[src/rtl/cpu_rtl_pkg.sv]
// Shared types for the CPU memory subsystem.
// Provides arbiter state/port enums, the read-pending tag and a port helper.
package cpu_rtl_pkg;

    // Arbiter ownership state.
    typedef enum logic [1:0] {
        IDLE  = 2'd0,
        OWN_C = 2'd1,
        OWN_H = 2'd2
    } arb_state_t;

    // Requester identity.
    typedef enum logic {
        PORT_C = 1'b0,
        PORT_H = 1'b1
    } arb_port_t;

    // Tag travelling with an accepted read until its data returns.
    typedef struct packed {
        logic      valid;
        arb_port_t port;
    } rd_tag_t;

    function automatic arb_port_t other_port(arb_port_t p);
        return (p == PORT_C) ? PORT_H : PORT_C;
    endfunction

endpackage

[src/rtl/mem_arbiter.sv]
// Two-port single-beat memory arbiter (CPU port C, host port H).
// Ports: clk, rst (sync, active-high); c_*/h_* req/we/addr/wdata in,
//   gnt (combinational) and rvalid out; rdata shared read data;
//   mem_read/mem_write/mem_addr/mem_wdata registered strobes, mem_rdata in.
// Build option: define ARB_RR_EN for round-robin IDLE tie-break,
//   otherwise the CPU port wins ties. The burst limit applies in both.
module mem_arbiter
    import cpu_rtl_pkg::*;
#(
    parameter int AW        = 5,
    parameter int DW        = 8,
    parameter int MAX_BURST = 4
) (
    input  logic          clk,
    input  logic          rst,

    input  logic          c_req,
    input  logic          c_we,
    input  logic [AW-1:0] c_addr,
    input  logic [DW-1:0] c_wdata,
    output logic          c_gnt,
    output logic          c_rvalid,

    input  logic          h_req,
    input  logic          h_we,
    input  logic [AW-1:0] h_addr,
    input  logic [DW-1:0] h_wdata,
    output logic          h_gnt,
    output logic          h_rvalid,

    output logic [DW-1:0] rdata,

    output logic          mem_read,
    output logic          mem_write,
    output logic [AW-1:0] mem_addr,
    output logic [DW-1:0] mem_wdata,
    input  logic [DW-1:0] mem_rdata
);

    localparam int CW = $clog2(MAX_BURST + 1);
    localparam logic [CW-1:0] CNT_MAX = CW'(MAX_BURST);
    localparam logic [CW-1:0] CNT_ONE = CW'(1);

    arb_state_t    state;
    logic [CW-1:0] burst_cnt;
    rd_tag_t       pend;
    arb_port_t     tie_winner;

    logic          gnt_c;
    logic          gnt_h;
    logic          any_gnt;
    logic          sel_we;
    logic [AW-1:0] sel_addr;
    logic [DW-1:0] sel_wdata;
    logic          below_max;
    logic [CW-1:0] cnt_inc;

`ifdef ARB_RR_EN
    arb_port_t     last_grant;

    // Favour whichever port was not served by the most recent grant.
    assign tie_winner = other_port(last_grant);

    always_ff @(posedge clk) begin
        if (rst) begin
            last_grant <= PORT_H;
        end else if (gnt_c) begin
            last_grant <= PORT_C;
        end else if (gnt_h) begin
            last_grant <= PORT_H;
        end
    end
`else
    assign tie_winner = PORT_C;
`endif

    assign below_max = (burst_cnt < CNT_MAX);
    assign cnt_inc   = below_max ? burst_cnt + CNT_ONE : CNT_MAX;

    // Grant decision. The owner keeps the memory until it either
    // stops asking or has used its burst while the other port waits.
    always_comb begin
        gnt_c = 1'b0;
        gnt_h = 1'b0;
        if (!rst) begin
            unique case (state)
                IDLE: begin
                    if (c_req && h_req) begin
                        gnt_c = (tie_winner == PORT_C);
                        gnt_h = (tie_winner == PORT_H);
                    end else begin
                        gnt_c = c_req;
                        gnt_h = h_req;
                    end
                end
                OWN_C: begin
                    if (c_req && (below_max || !h_req)) begin
                        gnt_c = 1'b1;
                    end else begin
                        gnt_h = h_req;
                    end
                end
                OWN_H: begin
                    if (h_req && (below_max || !c_req)) begin
                        gnt_h = 1'b1;
                    end else begin
                        gnt_c = c_req;
                    end
                end
                default: begin
                    gnt_c = 1'b0;
                    gnt_h = 1'b0;
                end
            endcase
        end
    end

    assign c_gnt   = gnt_c;
    assign h_gnt   = gnt_h;
    assign any_gnt = gnt_c | gnt_h;

    assign sel_we    = gnt_h ? h_we    : c_we;
    assign sel_addr  = gnt_h ? h_addr  : c_addr;
    assign sel_wdata = gnt_h ? h_wdata : c_wdata;

    // Ownership FSM and burst counter.
    always_ff @(posedge clk) begin
        if (rst) begin
            state     <= IDLE;
            burst_cnt <= '0;
        end else if (gnt_c) begin
            state     <= OWN_C;
            burst_cnt <= (state == OWN_C) ? cnt_inc : CNT_ONE;
        end else if (gnt_h) begin
            state     <= OWN_H;
            burst_cnt <= (state == OWN_H) ? cnt_inc : CNT_ONE;
        end else begin
            state     <= IDLE;
            burst_cnt <= '0;
        end
    end

    // Memory-side strobes and the read-return pipe. The pending tag
    // lines up with mem_rdata one cycle after the read strobe.
    always_ff @(posedge clk) begin
        if (rst) begin
            mem_read  <= 1'b0;
            mem_write <= 1'b0;
            mem_addr  <= '0;
            mem_wdata <= '0;
            pend      <= '0;
            c_rvalid  <= 1'b0;
            h_rvalid  <= 1'b0;
        end else begin
            mem_read  <= any_gnt & ~sel_we;
            mem_write <= any_gnt & sel_we;
            if (any_gnt) begin
                mem_addr  <= sel_addr;
                mem_wdata <= sel_wdata;
            end
            pend.valid <= any_gnt & ~sel_we;
            pend.port  <= gnt_h ? PORT_H : PORT_C;
            c_rvalid   <= pend.valid && (pend.port == PORT_C);
            h_rvalid   <= pend.valid && (pend.port == PORT_H);
        end
    end

    assign rdata = mem_rdata;

endmodule

[config.mk]
export PLATFORM = sky130hd
export DESIGN_NAME = mem_arbiter
export DESIGN_NICKNAME = d
export VERILOG_FILES = /design/src/rtl/cpu_rtl_pkg.sv /design/src/rtl/mem_arbiter.sv
export SDC_FILE = /design/constraint.sdc
export NUM_CORES = 1
export LEC_CHECK = 0
export ABC_CLOCK_PERIOD_IN_PS = 2000
export CAP_MARGIN = 30
export CORE_MARGIN = 10
export CORE_UTILIZATION = 36
export DETAILED_ROUTE_END_ITERATION = 12
export GPL_ROUTABILITY_DRIVEN = 0
export PLACE_DENSITY = 0.79
export SYNTH_ARGS = -nofsm -noshare
export SYNTH_HDL_FRONTEND = slang
export SYNTH_SLANG_ARGS = --single-unit
[constraint.sdc]
create_clock -name clk -period 2 [get_ports clk]
set_input_delay 0.4 -clock clk [delete_from_list [all_inputs] [get_ports clk]]
set_output_delay 0.4 -clock clk [all_outputs]
set_load 0.1 [all_outputs]
# Word level (Yosys, flattened, before mapping)

Index checks and enable logic that the tools add are counted.
W data, S select, Z words.

Bits in registers: 23
Input port bits: 40
Output and inout bits: 27

Add/subtract/negate cells: 1
Magnitude comparators: 1
Equal/unequal tests: 2
Mux-type cells: 21
Bitwise gates (word level): 5
Reductions and logical operators: 11

Operators by type and width:

| operator              | count |
|---|---|
| $mux W3               | 5 |
| $mux W1               | 11 |
| $mux W8               | 1 |
| $pmux W1 S3           | 2 |
| $logic_and A1 B1 Y1   | 5 |
| $mux W5               | 1 |
| $add A3 B1 Y3 const B | 1 |
| $lt A3 B3 Y1 const B  | 1 |
| $and A1 B1 Y1         | 2 |
| $eq A2 B1 Y1 const B  | 1 |
| $eq A2 B2 Y1 const B  | 1 |
| $logic_not A1 Y1      | 2 |
| $logic_not A2 Y1      | 1 |
| $logic_or A1 B1 Y1    | 2 |
| $mux W2               | 1 |
| $not A1 Y1            | 2 |
| $reduce_or A2 Y1      | 1 |
| $or A1 B1 Y1          | 1 |

# Depth between registers and ports, before layout

Gate-level depths: netlist of the first run.

Depth after elaboration: 9
Gate-level depth with buffers: 6

# Worst setup path before layout of the first run

OpenSTA, ideal clock, no wires.

Kind: register -> output
Start point: register burst_cnt[2]
End point: output c_gnt
Arrival: 1.582 ns
Data required time: 1.600 ns
Setup slack: 0.018 ns
Cell stages (with the launch flop): 3
Cell sequence: dfxtp_1 mux2i_1 o211a_1

Word-level cells in the longest chain between the ends: 6
Elaborated cells on any way between the ends: 9
Those cells by class: 1 x order compare; 4 x mux; 4 x reduce/logical

Ends and longest elaborated chain:

| what                                          | RTL line                              | text |
|---|---|---|
| start, declared                               | mem_arbiter.sv:45                     | `logic [CW-1:0] burst_cnt;` |
| start signal, assigned                        | mem_arbiter.sv:133                    | `burst_cnt <= (state == OWN_C) ? cnt_inc : CNT_ONE;` |
| start signal, assigned                        | mem_arbiter.sv:136                    | `burst_cnt <= (state == OWN_H) ? cnt_inc : CNT_ONE;` |
| $lt A3 B3 Y1 *                                | mem_arbiter.sv:77                     | `assign below_max = (burst_cnt < CNT_MAX);` |
| $logic_or A1 B1 Y1, on equally long branches  | mem_arbiter.sv:104, mem_arbiter.sv:97 |  |
| $logic_and A1 B1 Y1, on equally long branches | mem_arbiter.sv:104, mem_arbiter.sv:97 |  |
| $mux W1, on equally long branches             | mem_arbiter.sv:104, mem_arbiter.sv:97 |  |
| $pmux W1 S3 *                                 | mem_arbiter.sv:86                     | `unique case (state)` |
| $mux W1 *                                     | mem_arbiter.sv:85                     | `if (!rst) begin` |
| end, declared                                 | mem_arbiter.sv:21                     | `output logic c_gnt,` |

Mark *: on every way between the ends. The rest lies on a longest branch, timed or not.

# Worst setup path in the final report of the first run

Start point: input c_req
End point: output c_gnt

Word-level cells in the longest chain between the ends: 6
Elaborated cells on any way between the ends: 10
Those cells by class: 5 x mux; 5 x reduce/logical

Ends and longest elaborated chain:

| what                | RTL line           | text |
|---|---|---|
| start, declared     | mem_arbiter.sv:17  | `input logic c_req,` |
| $logic_not A1 Y1    | mem_arbiter.sv:104 | `if (h_req && (below_max \|\| !c_req)) begin` |
| $logic_or A1 B1 Y1  | mem_arbiter.sv:104 |  |
| $logic_and A1 B1 Y1 | mem_arbiter.sv:104 |  |
| $mux W1             | mem_arbiter.sv:104 |  |
| $pmux W1 S3 *       | mem_arbiter.sv:86  |  |
| $mux W1 *           | mem_arbiter.sv:85  |  |

Marked as above.

==> run_results.csv, run 1 <==
group,metric,value,unit
outcome,status,"finished, final reports clean",
setup_path,cp.depth,4,
setup_path,critPathArrivalTime,1520,ps
floorplan,rows,19,
power_and_ir_drop,leakagePower,0.662,nW
detailed_routing,viasPerCell,4.94,
global_routing,gr-total-overflow,0,
sta,relSlewSlack,77.3,%
clock_tree,numCtsBuffers,3,
detailed_routing,wl_per_cell,14.7,um
clock_tree,clock_path_buffers,2,
hold_path,holdPathStages,1,
sta,finalSetupViolCount,0,
logic_synthesis,synth_top_area_share,43.2,%
detailed_routing,ant_nets,0,
setup_path,cp_slowest_stage_delay,540,ps
logic_synthesis,syn_area,1060,um2
placement,dpl.hpwl,2340,um
setup_path,cp-start-kind,"primary input",
detailed_routing,vias,939,
job,cap_violations,0,
logic_synthesis,syn_area_per_cell,9.77,um2
floorplan,die_w,74.4,um
cells_and_area,fin_area,1620,um2
global_routing,grt_usage,10.2,%
setup_path,crit_type,"primary input to primary output",
power_and_ir_drop,p_per_area,712,nW/um2
sta,worstMarginPinSlew,333,ps
sta,rsz0062_at_grt,"no",
logic_synthesis,synth_area_leaders,"dfxtp_1 43%, mux2i_1 14%, a211oi_1 11%",
floorplan,pin_count,67,
hold_path,hold_class,"register to register",
sta,finClkSkew,10.7,ps
clock_tree,cts_htree_levels,1,
detailed_routing,drt_iter0_drc,39,
cells_and_area,syn_to_final_growth,51.9,%
logic_synthesis,yosysSeqAreaShare,43.2,%
sta,fin_crit_sh,96.0,%
clock_tree,clock-sinks,23,
cells_and_area,drive_above_1_share,25.8,%
setup_path,required,1600,ps
clock_tree,cts_tree,"built",
floorplan,dieArea,5530,um2
setup_path,worst_r2r_path_depth,6,
clock_tree,holdBufCountCts,0,
cells_and_area,final_cell_mix,"30 x clkdlybuf4s50_1, 27 x buf_4, 20 x dfxtp_1",
placement,port-buffer-count,50,
floorplan,die_y,74.4,um
floorplan,start_util,38.3,%
logic_synthesis,syn-num-nets,150,
logic_synthesis,syn-instance-count,109,
detailed_routing,drc,0,
logic_synthesis,yosysWarnings,0,
detailed_routing,drt-pass1-iter-count,3,
cells_and_area,antenna_cells,0,
setup_path,cp-end-kind,"primary output",
logic_synthesis,ys_types,24,
clock_tree,cts.reportedPaths.clkPinSlew,130,ps
floorplan,coreArea,2780,um2
power_and_ir_drop,total_power,1.15,mW
clock_tree,cts.root.buffer_cell,"clkbuf_4",
placement,placed_area,1560,um2
logic_synthesis,synth-seq-cells,23,
sta,fin_crit,1920,ps
global_routing,grt_pass1_wl,4620,um
global_routing,grt_max_degree,21,
sta,max_freq,0.521,GHz
setup_path,path_delay_family,"buffers and inverters",
sta,maxSlewViolCount,0,
setup_path,path_max_fanout,10,
global_routing,grt_pass1_vias,1042,
setup_path,path_cells,"clkdlybuf4s50_1, buf_4, o211a_1, buf_12",
sta,hold_viol,0,
logic_synthesis,yosysTopAreaCell,"dfxtp_1",
cells_and_area,mostFrequentLayoutCell,"clkdlybuf4s50_1",
clock_tree,clk_latency,310,ps
setup_path,cp.buffers_inverters,3,
cells_and_area,final_nets,201,
sta,whs,425,ps
detailed_routing,drt_wl_total,2800,um
power_and_ir_drop,vdd_ir_drop_max,0.000624,V
setup_path,cp_slowest_cell,"clkdlybuf4s50_1",
global_routing,antenna_found_initial,0,
[Yosys cell counts (all sizes together)]
master / number
nand3b: 1
nand2: 2
a21o: 1
o211a: 2
dfxtp: 23
a2111oi: 1
o21ai: 1
nor2: 17
ha: 1
and3b: 1
o211ai: 1
inv: 2
nor3b: 1
buf: 11
and2: 1
a21oi: 4
a211oi: 17
clkbuf: 4
o22ai: 1
mux2i: 15
nand4b: 2
[worst reg2reg max path, stage by stage, from the launching register on]
cell and delay [ps]:
dfxtp_2 380, mux2i_4 220, a211oi_4 340, buf_4 160, buf_4 150, mux2i_1 210, a211oi_1 90
[where the power goes]
group,internal (mW),switching [mW],total (mW),leakage [nW]
clock,0.0746,0.141,0.215,0.0177
sequential,0.489,0.0205,0.510,0.191
combinational,0.146,0.280,0.426,0.453
[final cells by class]
type | count | area (um2)
clock buffer | 3 | 22.5
clock inverter | 1 | 5.00
fill | 238 | 1160
inverter | 2 | 7.51
multi-input combinational | 69 | 513
sequential | 23 | 464
tap | 31 | 38.8
timing repair buffer | 61 | 567
[routing by layer]
metal,global-route usage (%),part of all wire [%],up-vias,wire length [um]
met5,0,0,-,0
met4,2.64,0.14,0,4
met3,6.25,13,2,373
met2,14.9,42,43,1170
met1,12.4,45,401,1250
li1,-,-,493,-
[registers in the layout, indices dropped and copies added (netlist names)]
name and flops:
h_rvalid 1, mem_addr 5, mem_write 1, state 2, pend 2, mem_wdata 8, c_rvalid 1, burst_cnt 3
[path summary, 6_finish.rpt]
path | from | endpoint | slack, ps
max | c_req | c_gnt | 80
min | pend[0] | c_rvalid | 420
max reg2reg | burst_cnt[2] | mem_wdata[3] | 340
min reg2reg | pend[0] | c_rvalid | 420
[stage by stage]
stage	cells	TNS, ps	util (%)	setup slack, ps
2_1_floorplan	109	0	-	18.5
3_3_place_gp	185	-30.4	56.0	-20.2
3_5_place_dp	185	-418	56.0	-63.3
4_1_cts	189	0	57.5	9.11
5_1_grt	190	0	58.2	27.3
6_report	190	0	58.2	80.7
[kinds of logic (layout without fill, tap and decap cells)]
| kind of cell | Yosys count | in the layout | synth area share, % |
|---|---|---|---|
| AOI/OAI and AO/OA | 28 | 28 | 20.2 |
| and+or+nand+nor | 25 | 25 | 11.2 |
| DFF | 23 | 23 | 43.2 |
| buffers and inverters | 17 | 67 | 10.1 |
| muxes | 15 | 15 | 14.1 |
| adders and majority gates | 1 | 1 | 1.17 |
[timing repair]
| item | CTS | global route |
|---|---|---|
| cloned | 0 | 0 |
| pin swaps | 0 | 2 |
| resized for setup | 3 | 6 |
| setup endpoints to repair | 2 | 2 |
| buffers inserted | 0 | 1 |
Note: power is estimated with default switching activity, not from simulation.
==> inputs of run 2 (changes only) <==
- CTS_CLUSTER_DIAMETER: default -> 200
- PLACE_DENSITY: 0.79 -> 0.9
==> run 2 against run 1 <==
Net effect: combinational power rose by 3%; sequential power is 1% lower; sequential share of layout area is 0.30 points lower; register-to-register slack about the same; clock power decreased by 3%; largest power group unchanged; worst setup slack lost 71 ps; critical path depth up 1; largest cell class unchanged; first-iteration DRC count up 92%; non-clock buffer count rose by 2.
==> run_results.csv, run 2 (synthesized netlist as in run 1, its figures left out) <==
group,metric,value,unit
clock_tree,cts.root.buffer_cell,"clkbuf_4",
setup_path,cp.buffers_inverters,3,
detailed_routing,vias,973,
clock_tree,clk_latency,300,ps
clock_tree,clock-sinks,23,
sta,finClkSkew,9.02,ps
detailed_routing,drc,0,
floorplan,coreArea,2780,um2
clock_tree,clock_path_buffers,2,
power_and_ir_drop,p_per_area,699,nW/um2
placement,placed_area,1610,um2
cells_and_area,fin_area,1650,um2
detailed_routing,drt_iter0_drc,75,
sta,fin_crit_sh,99.5,%
cells_and_area,mostFrequentLayoutCell,"clkdlybuf4s50_1",
cells_and_area,antenna_cells,0,
cells_and_area,reg_top3,"mem_wdata: 8 flops, mem_addr: 5 flops, burst_cnt: 3 flops",
cells_and_area,drive_above_1_share,25.5,%
clock_tree,numCtsBuffers,3,
sta,hold_viol,0,
sta,relSlewSlack,76.6,%
detailed_routing,ant_nets,0,
cells_and_area,final_nets,203,
floorplan,start_util,38.3,%
clock_tree,cts_tree,"built",
setup_path,path_delay_family,"buffers and inverters",
cells_and_area,multi_input_area,503,um2
setup_path,cp-start-kind,"primary input",
global_routing,grt_usage,11.3,%
floorplan,pin_count,67,
setup_path,path_cells,"clkdlybuf4s50_1, a21o_1, a211oi_4, buf_12, buf_12",
placement,dpl.hpwl,2600,um
floorplan,rows,19,
power_and_ir_drop,total_power,1.15,mW
sta,max_freq,0.502,GHz
cells_and_area,syn_to_final_growth,54.8,%
setup_path,critPathArrivalTime,1590,ps
job,cap_violations,0,
global_routing,busiest_layer,"met2",
setup_path,cp-end-kind,"primary output",
power_and_ir_drop,vdd_ir_drop_max,0.000484,V
clock_tree,cts_setup_buffers,0,
global_routing,gr-total-overflow,0,
cells_and_area,seqCellArea,468,um2
hold_path,hold_class,"register to register",
sta,maxSlewViolCount,0,
setup_path,cp_slowest_stage_delay,430,ps
setup_path,cpMostUsedCell,"buf_12",
clock_tree,cts_htree_levels,1,
clock_tree,holdBufCountCts,0,
cells_and_area,final_cell_mix,"30 x clkdlybuf4s50_1, 28 x buf_4, 21 x dfxtp_1",
sta,rsz0062_at_grt,"yes",
cells_and_area,final.fill_count,242,
outcome,status,"finished, final reports clean",
power_and_ir_drop,leakagePower,0.677,nW
floorplan,dieArea,5530,um2
floorplan,die_y,74.4,um
global_routing,grt_pass1_vias,1072,
sta,finalSetupViolCount,0,
cells_and_area,largest_reg_flops,8,
detailed_routing,viasPerCell,5.07,
setup_path,crit_type,"primary input to primary output",
global_routing,grt_use_met3,5.05,%
cells_and_area,largest_register,"mem_wdata",
floorplan,die_w,74.4,um
global_routing,met1_usage,11.5,%
sta,whs,432,ps
placement,port-buffer-count,50,
global_routing,antenna_found_initial,0,
setup_path,cp_slowest_cell,"clkdlybuf4s50_1",
global_routing,use_met2,20.5,%
setup_path,required,1600,ps
global_routing,grt_pass1_wl,5090,um
sta,worstMarginPinSlew,342,ps
detailed_routing,drt_wl_total,3100,um
setup_path,path_max_fanout,6,
global_routing,grt_max_degree,28,
sta,fin_crit,1990,ps
detailed_routing,drt-pass1-iter-count,4,
clock_tree,cts.reportedPaths.clkPinSlew,130,ps
detailed_routing,wl_per_cell,16.2,um
## run 2: cell types whose count changed in the layout (fill, tap and decap cells not counted), sizes merged
cell | previous run | this run
buf | 30 | 32
## run 2: area by class of cell
| class | instances | share of cell area [%] |
|---|---|---|
| clock inverter | 1 | 0.304 |
| clock buffer | 3 | 1.37 |
| timing repair buffer | 63 | 36.6 |
| inverter | 2 | 0.456 |
| sequential | 23 | 28.4 |
| tap | 31 | 2.35 |
| multi-input combinational | 69 | 30.5 |
## run 2: through the flow
stage	cells	util (%)	TNS [ps]	setup slack [ps]
2_1_floorplan	109	-	0	18.5
3_3_place_gp	188	57.8	-5.97	-5.97
3_5_place_dp	188	57.8	-306	-71.8
4_1_cts	192	58.8	-0.811	-0.811
5_1_grt	192	59.2	-22.7	-22.7
6_report	192	59.2	0	9.72
## run 2: metal layers
layer / part of all wire (%) / wire [um] / up-vias
met5: 0 / 0 / -
met4: 0.26 / 8 / 0
met3: 10 / 314 / 2
met2: 53 / 1650 / 36
met1: 37 / 1130 / 440
li1: - / - / 495
## run 2: timing repair
item                       in CTS  in global routing
setup endpoints to repair       2                  2
pin swaps                       1                  1
resized for setup               2                  4
## run 2: power breakdown
part	internal, mW	switching (mW)	leakage [nW]	total (mW)
Combinational	0.153	0.287	0.467	0.440
Sequential	0.487	0.0175	0.191	0.504
Clock	0.0745	0.133	0.0177	0.208
Total	0.714	0.438	0.677	1.15
## run 2: path summary, 6_finish.rpt
path	startpoint	end	slack, ps	depth (start not counted)
setup reg to reg	burst_cnt[2]	mem_wdata[3]	330	7
hold / removal	pend[0]	c_rvalid	430	1
setup / recovery	rst	h_gnt	10	5
hold reg to reg	pend[0]	c_rvalid	430	1
